File: src/rtl/mult_arbiter_pkg.sv
// ---------------------------------------------------------------------------
// mult_arbiter_pkg
// Shared defines for the multiplier arbiter slice: the state encoding of the
// external 4-bit multiplier controller (estado_t), the arbiter state type
// (arb_state_t), the default watchdog timeout and a small grant helper.
// ---------------------------------------------------------------------------
package mult_arbiter_pkg;

    // Multiplier controller states, as published by the shared multiplier.
    typedef enum logic [2:0] {
        ST_IDLE          = 3'd0,
        ST_COMPUTE_BIT_0 = 3'd1,
        ST_COMPUTE_BIT_1 = 3'd2,
        ST_COMPUTE_BIT_2 = 3'd3,
        ST_COMPUTE_BIT_3 = 3'd4,
        ST_END           = 3'd5
    } estado_t;

    // Arbiter states.
    typedef enum logic [2:0] {
        ARB_IDLE    = 3'd0,
        ARB_BUSY    = 3'd1,
        ARB_DONE    = 3'd2,
        ARB_ERROR   = 3'd3,
        ARB_RELEASE = 3'd4
    } arb_state_t;

    // Default maximum number of cycles spent in ARB_BUSY before aborting.
    localparam int ARB_TIMEOUT_DEFAULT = 15;

    // One-hot grant vector for a requester index (0 or 1).
    function automatic logic [1:0] owner_onehot(input logic owner);
        return owner ? 2'b10 : 2'b01;
    endfunction

endpackage : mult_arbiter_pkg

File: src/rtl/mult_arbiter.sv
// ---------------------------------------------------------------------------
// mult_arbiter
// Round-robin arbiter sharing one external 4-bit x 4-bit multiplier between
// two requesters. The winner's operands are latched and presented to the
// multiplier; the product is captured when the multiplier reaches ST_END, or
// the operation is aborted by a watchdog after ARB_TIMEOUT busy cycles.
// Every output is a register.
//
// Ports
//   clk_i        clock, rising edge
//   rst_i        asynchronous reset, active low
//   req_i[1:0]   level requests, held until done_o[k] or err_o[k]
//   a0_i, b0_i   requester-0 operands
//   a1_i, b1_i   requester-1 operands
//   gnt_o[1:0]   one-hot grant, held for the whole owned operation
//   done_o[1:0]  one-cycle completion pulse to the owner
//   err_o[1:0]   one-cycle timeout-abort pulse to the owner
//   prod_o[7:0]  last product, held until the next completion
//   mul_en_o     enable to the multiplier controller
//   mul_a_o/b_o  latched operands to the multiplier datapath
//   mul_state_i  multiplier controller state
//   mul_p_i      multiplier product, valid in ST_END
// ---------------------------------------------------------------------------
module mult_arbiter
    import mult_arbiter_pkg::*;
#(
    parameter int ARB_TIMEOUT = ARB_TIMEOUT_DEFAULT
) (
    input  logic       clk_i,
    input  logic       rst_i,
    input  logic [1:0] req_i,
    input  logic [3:0] a0_i,
    input  logic [3:0] b0_i,
    input  logic [3:0] a1_i,
    input  logic [3:0] b1_i,
    output logic [1:0] gnt_o,
    output logic [1:0] done_o,
    output logic [1:0] err_o,
    output logic [7:0] prod_o,
    output logic       mul_en_o,
    output logic [3:0] mul_a_o,
    output logic [3:0] mul_b_o,
    input  estado_t    mul_state_i,
    input  logic [7:0] mul_p_i
);

    // Watchdog is just wide enough to hold ARB_TIMEOUT.
    localparam int                WDOG_W     = $clog2(ARB_TIMEOUT + 1);
    localparam logic [WDOG_W-1:0] WDOG_LIMIT = WDOG_W'(ARB_TIMEOUT);

    arb_state_t        state, state_n;
    logic [1:0]        gnt_n;
    logic [1:0]        done_n;
    logic [1:0]        err_n;
    logic [7:0]        prod_n;
    logic              mul_en_n;
    logic [3:0]        mul_a_n;
    logic [3:0]        mul_b_n;
    logic [WDOG_W-1:0] wdog, wdog_n, wdog_inc;
    logic              last_owner, last_owner_n;
    logic              winner;

    always_ff @(posedge clk_i or negedge rst_i) begin
        if (!rst_i) begin
            state      <= ARB_IDLE;
            gnt_o      <= 2'b00;
            done_o     <= 2'b00;
            err_o      <= 2'b00;
            prod_o     <= 8'd0;
            mul_en_o   <= 1'b0;
            mul_a_o    <= 4'd0;
            mul_b_o    <= 4'd0;
            wdog       <= '0;
            // Pretend requester 1 was served last so requester 0 wins a tie.
            last_owner <= 1'b1;
        end else begin
            state      <= state_n;
            gnt_o      <= gnt_n;
            done_o     <= done_n;
            err_o      <= err_n;
            prod_o     <= prod_n;
            mul_en_o   <= mul_en_n;
            mul_a_o    <= mul_a_n;
            mul_b_o    <= mul_b_n;
            wdog       <= wdog_n;
            last_owner <= last_owner_n;
        end
    end

    always_comb begin
        state_n      = state;
        gnt_n        = gnt_o;
        done_n       = 2'b00;
        err_n        = 2'b00;
        prod_n       = prod_o;
        mul_en_n     = mul_en_o;
        mul_a_n      = mul_a_o;
        mul_b_n      = mul_b_o;
        wdog_n       = wdog;
        last_owner_n = last_owner;
        wdog_inc     = wdog + 1'b1;

        // Round-robin pick: a lone requester wins outright; on a tie the
        // requester that was not served last wins.
        if (req_i == 2'b11) begin
            winner = ~last_owner;
        end else begin
            winner = req_i[1];
        end

        case (state)
            ARB_IDLE: begin
                if (req_i != 2'b00) begin
                    state_n  = ARB_BUSY;
                    gnt_n    = owner_onehot(winner);
                    mul_a_n  = winner ? a1_i : a0_i;
                    mul_b_n  = winner ? b1_i : b0_i;
                    mul_en_n = 1'b1;
                    wdog_n   = '0;
                end
            end
            ARB_BUSY: begin
                // A finished product takes priority over a coincident timeout.
                if (mul_state_i == ST_END) begin
                    state_n  = ARB_DONE;
                    prod_n   = mul_p_i;
                    done_n   = gnt_o;
                    mul_en_n = 1'b0;
                end else if (wdog_inc == WDOG_LIMIT) begin
                    state_n  = ARB_ERROR;
                    err_n    = gnt_o;
                    mul_en_n = 1'b0;
                    wdog_n   = wdog_inc;
                end else begin
                    wdog_n   = wdog_inc;
                end
            end
            ARB_DONE, ARB_ERROR: begin
                state_n = ARB_RELEASE;
            end
            ARB_RELEASE: begin
                // Keep ownership until the multiplier is back at rest so a
                // new grant never lands on a busy controller.
                if (mul_state_i == ST_IDLE) begin
                    state_n      = ARB_IDLE;
                    gnt_n        = 2'b00;
                    last_owner_n = gnt_o[1];
                end
            end
            default: begin
                state_n = ARB_IDLE;
            end
        endcase
    end

endmodule : mult_arbiter

File: config.mk
export PLATFORM = sky130hd
export DESIGN_NAME = mult_arbiter
export DESIGN_NICKNAME = d
export VERILOG_FILES = /design/src/rtl/mult_arbiter_pkg.sv /design/src/rtl/mult_arbiter.sv
export SDC_FILE = /design/constraint.sdc
export NUM_CORES = 1
export LEC_CHECK = 0
export CAP_MARGIN = 20
export CORE_ASPECT_RATIO = 1.25
export CORE_MARGIN = 2
export CORE_UTILIZATION = 35
export DETAILED_ROUTE_END_ITERATION = 8
export PLACE_DENSITY_LB_ADDON = 0.2
export SETUP_SLACK_MARGIN = 0.2
export SYNTH_ARGS = -nofsm -noshare
export SYNTH_HDL_FRONTEND = slang
export SYNTH_SLANG_ARGS = --single-unit
File: constraint.sdc
create_clock -name clk_i -period 4.1 [get_ports clk_i]
set_input_delay 0.82 -clock clk_i [delete_from_list [all_inputs] [get_ports clk_i]]
set_output_delay 0.82 -clock clk_i [all_outputs]
set_load 0.02 [all_outputs]
[Word-level counts from Yosys, hierarchy flattened]
Cells that the tools add are included.
Storage, ports and cells
  bits in registers: 31
  memories kept: 0
  output and inout port bits: 23
  logic and storage cells: 60
  bits in writable memories: 0
  bits in read-only memories: 0
  bits in latches: 0
  input port bits: 31
Cells by class
  add/sub/neg operators: 1
  magnitude comparators: 0
  reduce and logical (&&, ||, !) cells: 13
  mux-type cells: 24
  bitwise logic cells: 1
  divide/modulo/power cells: 0
  equality and inequality tests: 11
  multipliers: 0
  shift operators: 0
Operator list (count)
  2-bit two-way mux: 8
  4-bit two-way mux: 4
  3-bit two-way mux: 4
  3-bit case mux with 4 select lines: 1
  3-bit AND reduction: 4
  4-bit case mux with 2 select lines: 1
  3-bit by 2-bit == test with 1-bit output (second input constant): 2
  3-bit == test (second input constant): 2
  3-bit zero test: 2
  2-bit != test (second input constant): 3
  2-bit AND reduction: 3
  2-bit nonzero test: 3
  4-bit by 1-bit adder with 4-bit output (second input constant): 1
  4-bit == test (second input constant): 1
  1-bit two-way mux: 4
  2-bit case mux with 2 select lines: 1
  3-bit by 1-bit == test with 1-bit output (second input constant): 1
  3-bit != test (second input constant): 1
  2-bit == test (second input constant): 1
  1-bit case mux with 2 select lines: 1
  2-bit OR reduction: 1
  1-bit inverter: 1

[Longest topological paths before layout]
  depth in word-level cells: 5
  depth in mapped cells: 6
  mapped depth without buffers: 5

[Least setup slack after synthesis]
OpenSTA, ideal clock, no wires.
  path kind: input to register
  start point: in mul_state_i[1]
  end point: reg prod_o[0]
  setup time: 0.125 ns
  setup slack: 2.218 ns
  required time: 3.975 ns
  stages: 4
  data arrival time: 1.757 ns
  buffers on the path: 1
  path through: nand3b_4 -> nor4b_4 -> buf_6 -> mux2_4
On the way
  longest elaborated chain between the ends: 2
Ends and longest elaborated chain
  start, declared: RTL line mult_arbiter.sv:43  | input estado_t mul_state_i,
  3-bit == test: RTL line mult_arbiter.sv:124  | if (mul_state_i == ST_END) begin
  2-bit AND reduction (no source line)
  end signal, assigned: RTL line mult_arbiter.sv:81  | prod_o <= prod_n;
  end, declared: RTL line mult_arbiter.sv:39  | output logic [7:0] prod_o,
No other way between the ends.
A chain may end at the register's enable or synchronous reset.

[Worst setup path in the final report]
  start point: in mul_state_i[0]
  end point: reg prod_o[2]
Same word-level chain as after synthesis.

==> flow_summary_export.csv <==
group,metric,value,unit
synthesis,ys_seq_area_frac,0.519,
drt,dr.pass1.iters,2,
placement,dp_hpwl,2290,microns
timing,tightest_slew,1010,ps
synthesis,synth_seq_cells,31,
drt,routedWlPerCell,13.2,microns
global_route,grt_overflow,0,
drt,routed_via_density,4.77,
timing,period_share,0.606,
worst_setup_path,crit_fanout,12,
clocking,cts_buffers,5,
hold_path,holdPathStages,1,
worst_setup_path,cp-startpoint,"mul_state_i[0]",
power,share_comb_of_total_power,0.460,
final_layout,multiInputGateArea,663,sq um
global_route,antenna_found_initial,0,
timing,maxSlewViolCount,0,
hold_path,hold_path.class,"register to register",
die,core,0.00410,sq mm
flow_run,maxCapViolCount,0,
die,num_rows,26,
final_layout,final_util,0.528,
worst_setup_path,critPathKind,"input pin to register",
timing,fmax,402,MHz
global_route,track_usage,0.134,
synthesis,syn_inst,120,
timing,fin_skew,3.39,ps
global_route,busiest_layer,"met2",
clocking,cts_hold_repair.buffers,0,
placement,place.gp.congestion,0.707,
power,ir_worst_vdd,351,uV
power,p_int,0.944,mW
die,io_pins,54,
drt,ant_nets,0,
status,status,"complete, no violations",
clocking,cts_resized,0,
synthesis,synth.most_common_cell,"dfrtp_1",
clocking,root_buffer,"clkbuf_8",
timing,hold_viol,0,
synthesis,synth_area_leaders,"dfrtp_1 50%, mux2_4 7.0%, mux2i_1 6.0%",
global_route,grt_max_degree,32,
clocking,htree_levels,2,
timing,fin_crit,2480,ps
worst_setup_path,r2r-start,"state[2]",
drt,vias,1116,
worst_setup_path,r2r_cells,3,
timing,fin_tns_setup,0,ps
clocking,post_cts.repair.setup_buffers,0,
synthesis,ys_types,36,
placement,port_buffers,53,
die,fp.dieW,62.5,microns
final_layout,drive_gt1_frac,0.169,
power,p_per_area,680,mW/mm^2
power,pwr-share-clk,0.175,
global_route,grt_pass1_wl,5100,microns
worst_setup_path,critPathArrivalTime,2650,ps
synthesis,synth_top_area_share,0.501,
final_layout,final_cell_count_no_fill,234,
synthesis,synth_largest_area_cell,"dfrtp_1",
die,die_h,77.1,microns
synthesis,synth_ff_type,"dfrtp_1",
power,p_seq_frac,0.365,
final_layout,fill_cells,416,
drt,route.detailed.drc,0,
synthesis,ys_warn_count,0,
synthesis,syn_area,0.00150,sq mm
synthesis,synth_area_per_cell,12.5,sq um
die,start_util,0.365,
worst_setup_path,worst_setup_path_end_kind,"register",
synthesis,synth_edf_count,0,
global_route,grt_util_met1,0.150,
hold_path,holdCritStartpoint,"prod_o[4]",
placement,place_area,0.00206,sq mm
clocking,cts_tree,"yes",
clocking,cts_buffer_depth,2,
final_layout,stdcell_area,0.00216,sq mm
timing,rsz0062_at_grt,"no",
global_route,grt_pass1_vias,1140,
final_layout,finalNetCount,210,
final_layout,num_antenna_cells,0,
placement,dpl.cell_count,226,
final_layout,ff_latch_area,777,sq um
worst_setup_path,worstPathRequired,4270,ps
synthesis,synth_nets,153,
synthesis,async_flop_share,1.00,
timing,setup_viol,0,
global_route,met2_usage,0.235,
power,leakage,0.940,nW
drt,dr.first_iter.drc_count,22,
power,power_switching,0.527,mW
clocking,clk_pin_slew,60,ps
synthesis,synth_common_cells,"30 x dfrtp_1, 11 x nor2_1, 9 x mux2i_1, 8 x a21oi_1",
drt,routed_wl,3100,microns
clocking,clk_latency,280,ps
power,switching_share,0.358,
global_route,grtUsageMet3,0.0513,
worst_setup_path,critPathLaunchType,"input pin",
final_layout,area_growth_syn_to_layout,44.4,%
clocking,clock-sinks,31,
timing,slew_headroom,0.325,
die,die_area,0.00482,sq mm
[power groups by stage]
| stage | combinational (mW) | sequential [mW] | clock (mW) |
|---|---|---|---|
| global placement | 0.667 | 0.538 | 0 |
| detailed placement | 0.684 | 0.540 | 0 |
| floorplan | 0.313 | 0.635 | 0 |
| global route | 0.732 | 0.560 | 0.278 |
| finish | 0.676 | 0.537 | 0.258 |
| CTS | 0.686 | 0.538 | 0.268 |
[path summary, 6_finish.rpt]
kind / end / slack (ps)
max: prod_o[2] / 1620
min: prod_o[4] / 510
min reg2reg: prod_o[4] / 510
min in group asynchronous: err_o[0] / 940
max reg2reg: wdog[2] / 2110
max in group asynchronous: last_owner / 2840
[state kept, by name, summed over array words and instances (netlist names), 2 cells and up]
name,cells
state,3
done_o,2
prod_o,8
wdog,4
err_o,2
mul_b_o,4
gnt_o,2
mul_a_o,4
[metrics by stage]
stage | hold slack, ps | power, mW | setup slack [ps]
final | 509 | 1.47 | 1620
after global routing | 542 | 1.57 | 1490
after CTS | 516 | 1.49 | 1600
after detailed placement | 495 | 1.22 | 1280
after global placement | 494 | 1.21 | 1390
after floorplan | 502 | 0.948 | 2220
[layer usage]
layer  vias up  wire length, microns
met5         -                     0
met3         4                   264
met4         0                    36
met1       524                  1270
li1        537                     -
met2        51                  1530
[area by class of cell]
class | count | share of cell area
Tap cell | 56 | 0.0324
Clock buffer | 8 | 0.0463
Timing Repair Buffer | 55 | 0.252
Multi-Input combinational cell | 82 | 0.307
Inverter | 2 | 0.00347
Sequential cell | 31 | 0.359
[placed cells by master, fill, tap and decap left out, types with 2 or more instances in the layout]
| cell type | synthesis | final |
|---|---|---|
| dfrtp_1 | 30 | 30 |
| inv_1 | 2 | 2 |
| nor2_1 | 11 | 11 |
| and2_1 | 3 | 3 |
| o2bb2ai_1 | 2 | 2 |
| clkdlybuf4s50_1 | 0 | 53 |
| nor2b_1 | 2 | 2 |
| nand2_1 | 7 | 7 |
| mux2_2 | 4 | 4 |
| and4_1 | 2 | 2 |
| o21ai_0 | 2 | 2 |
| clkbuf_8 | 0 | 7 |
| buf_4 | 0 | 2 |
| a22o_1 | 2 | 2 |
| a21oi_2 | 2 | 2 |
| a21boi_1 | 1 | 2 |
| mux2i_1 | 9 | 9 |
| nor3_1 | 2 | 2 |
| mux2_4 | 7 | 7 |
| a21oi_1 | 8 | 8 |
| ha_1 | 2 | 2 |
[cell families (layout without fill, tap and decap cells)]
group / count (synthesis) / after routing / synth area share
muxes: 20 / 20 / 0.160
AOI/OAI and AO/OA: 21 / 21 / 0.0911
and+or+nand+nor: 38 / 38 / 0.169
adders and majority gates: 2 / 2 / 0.0167
xor gates and xnor gates: 1 / 1 / 0.00585
DFF: 31 / 31 / 0.519
buffers and inverters: 7 / 65 / 0.0384
[critical path: stages]
cell	delay, ps
clkdlybuf4s50_1	530
nand3b_4	120
nor4b_4	780
mux2_2	410
(Power assumes the default switching activity.)
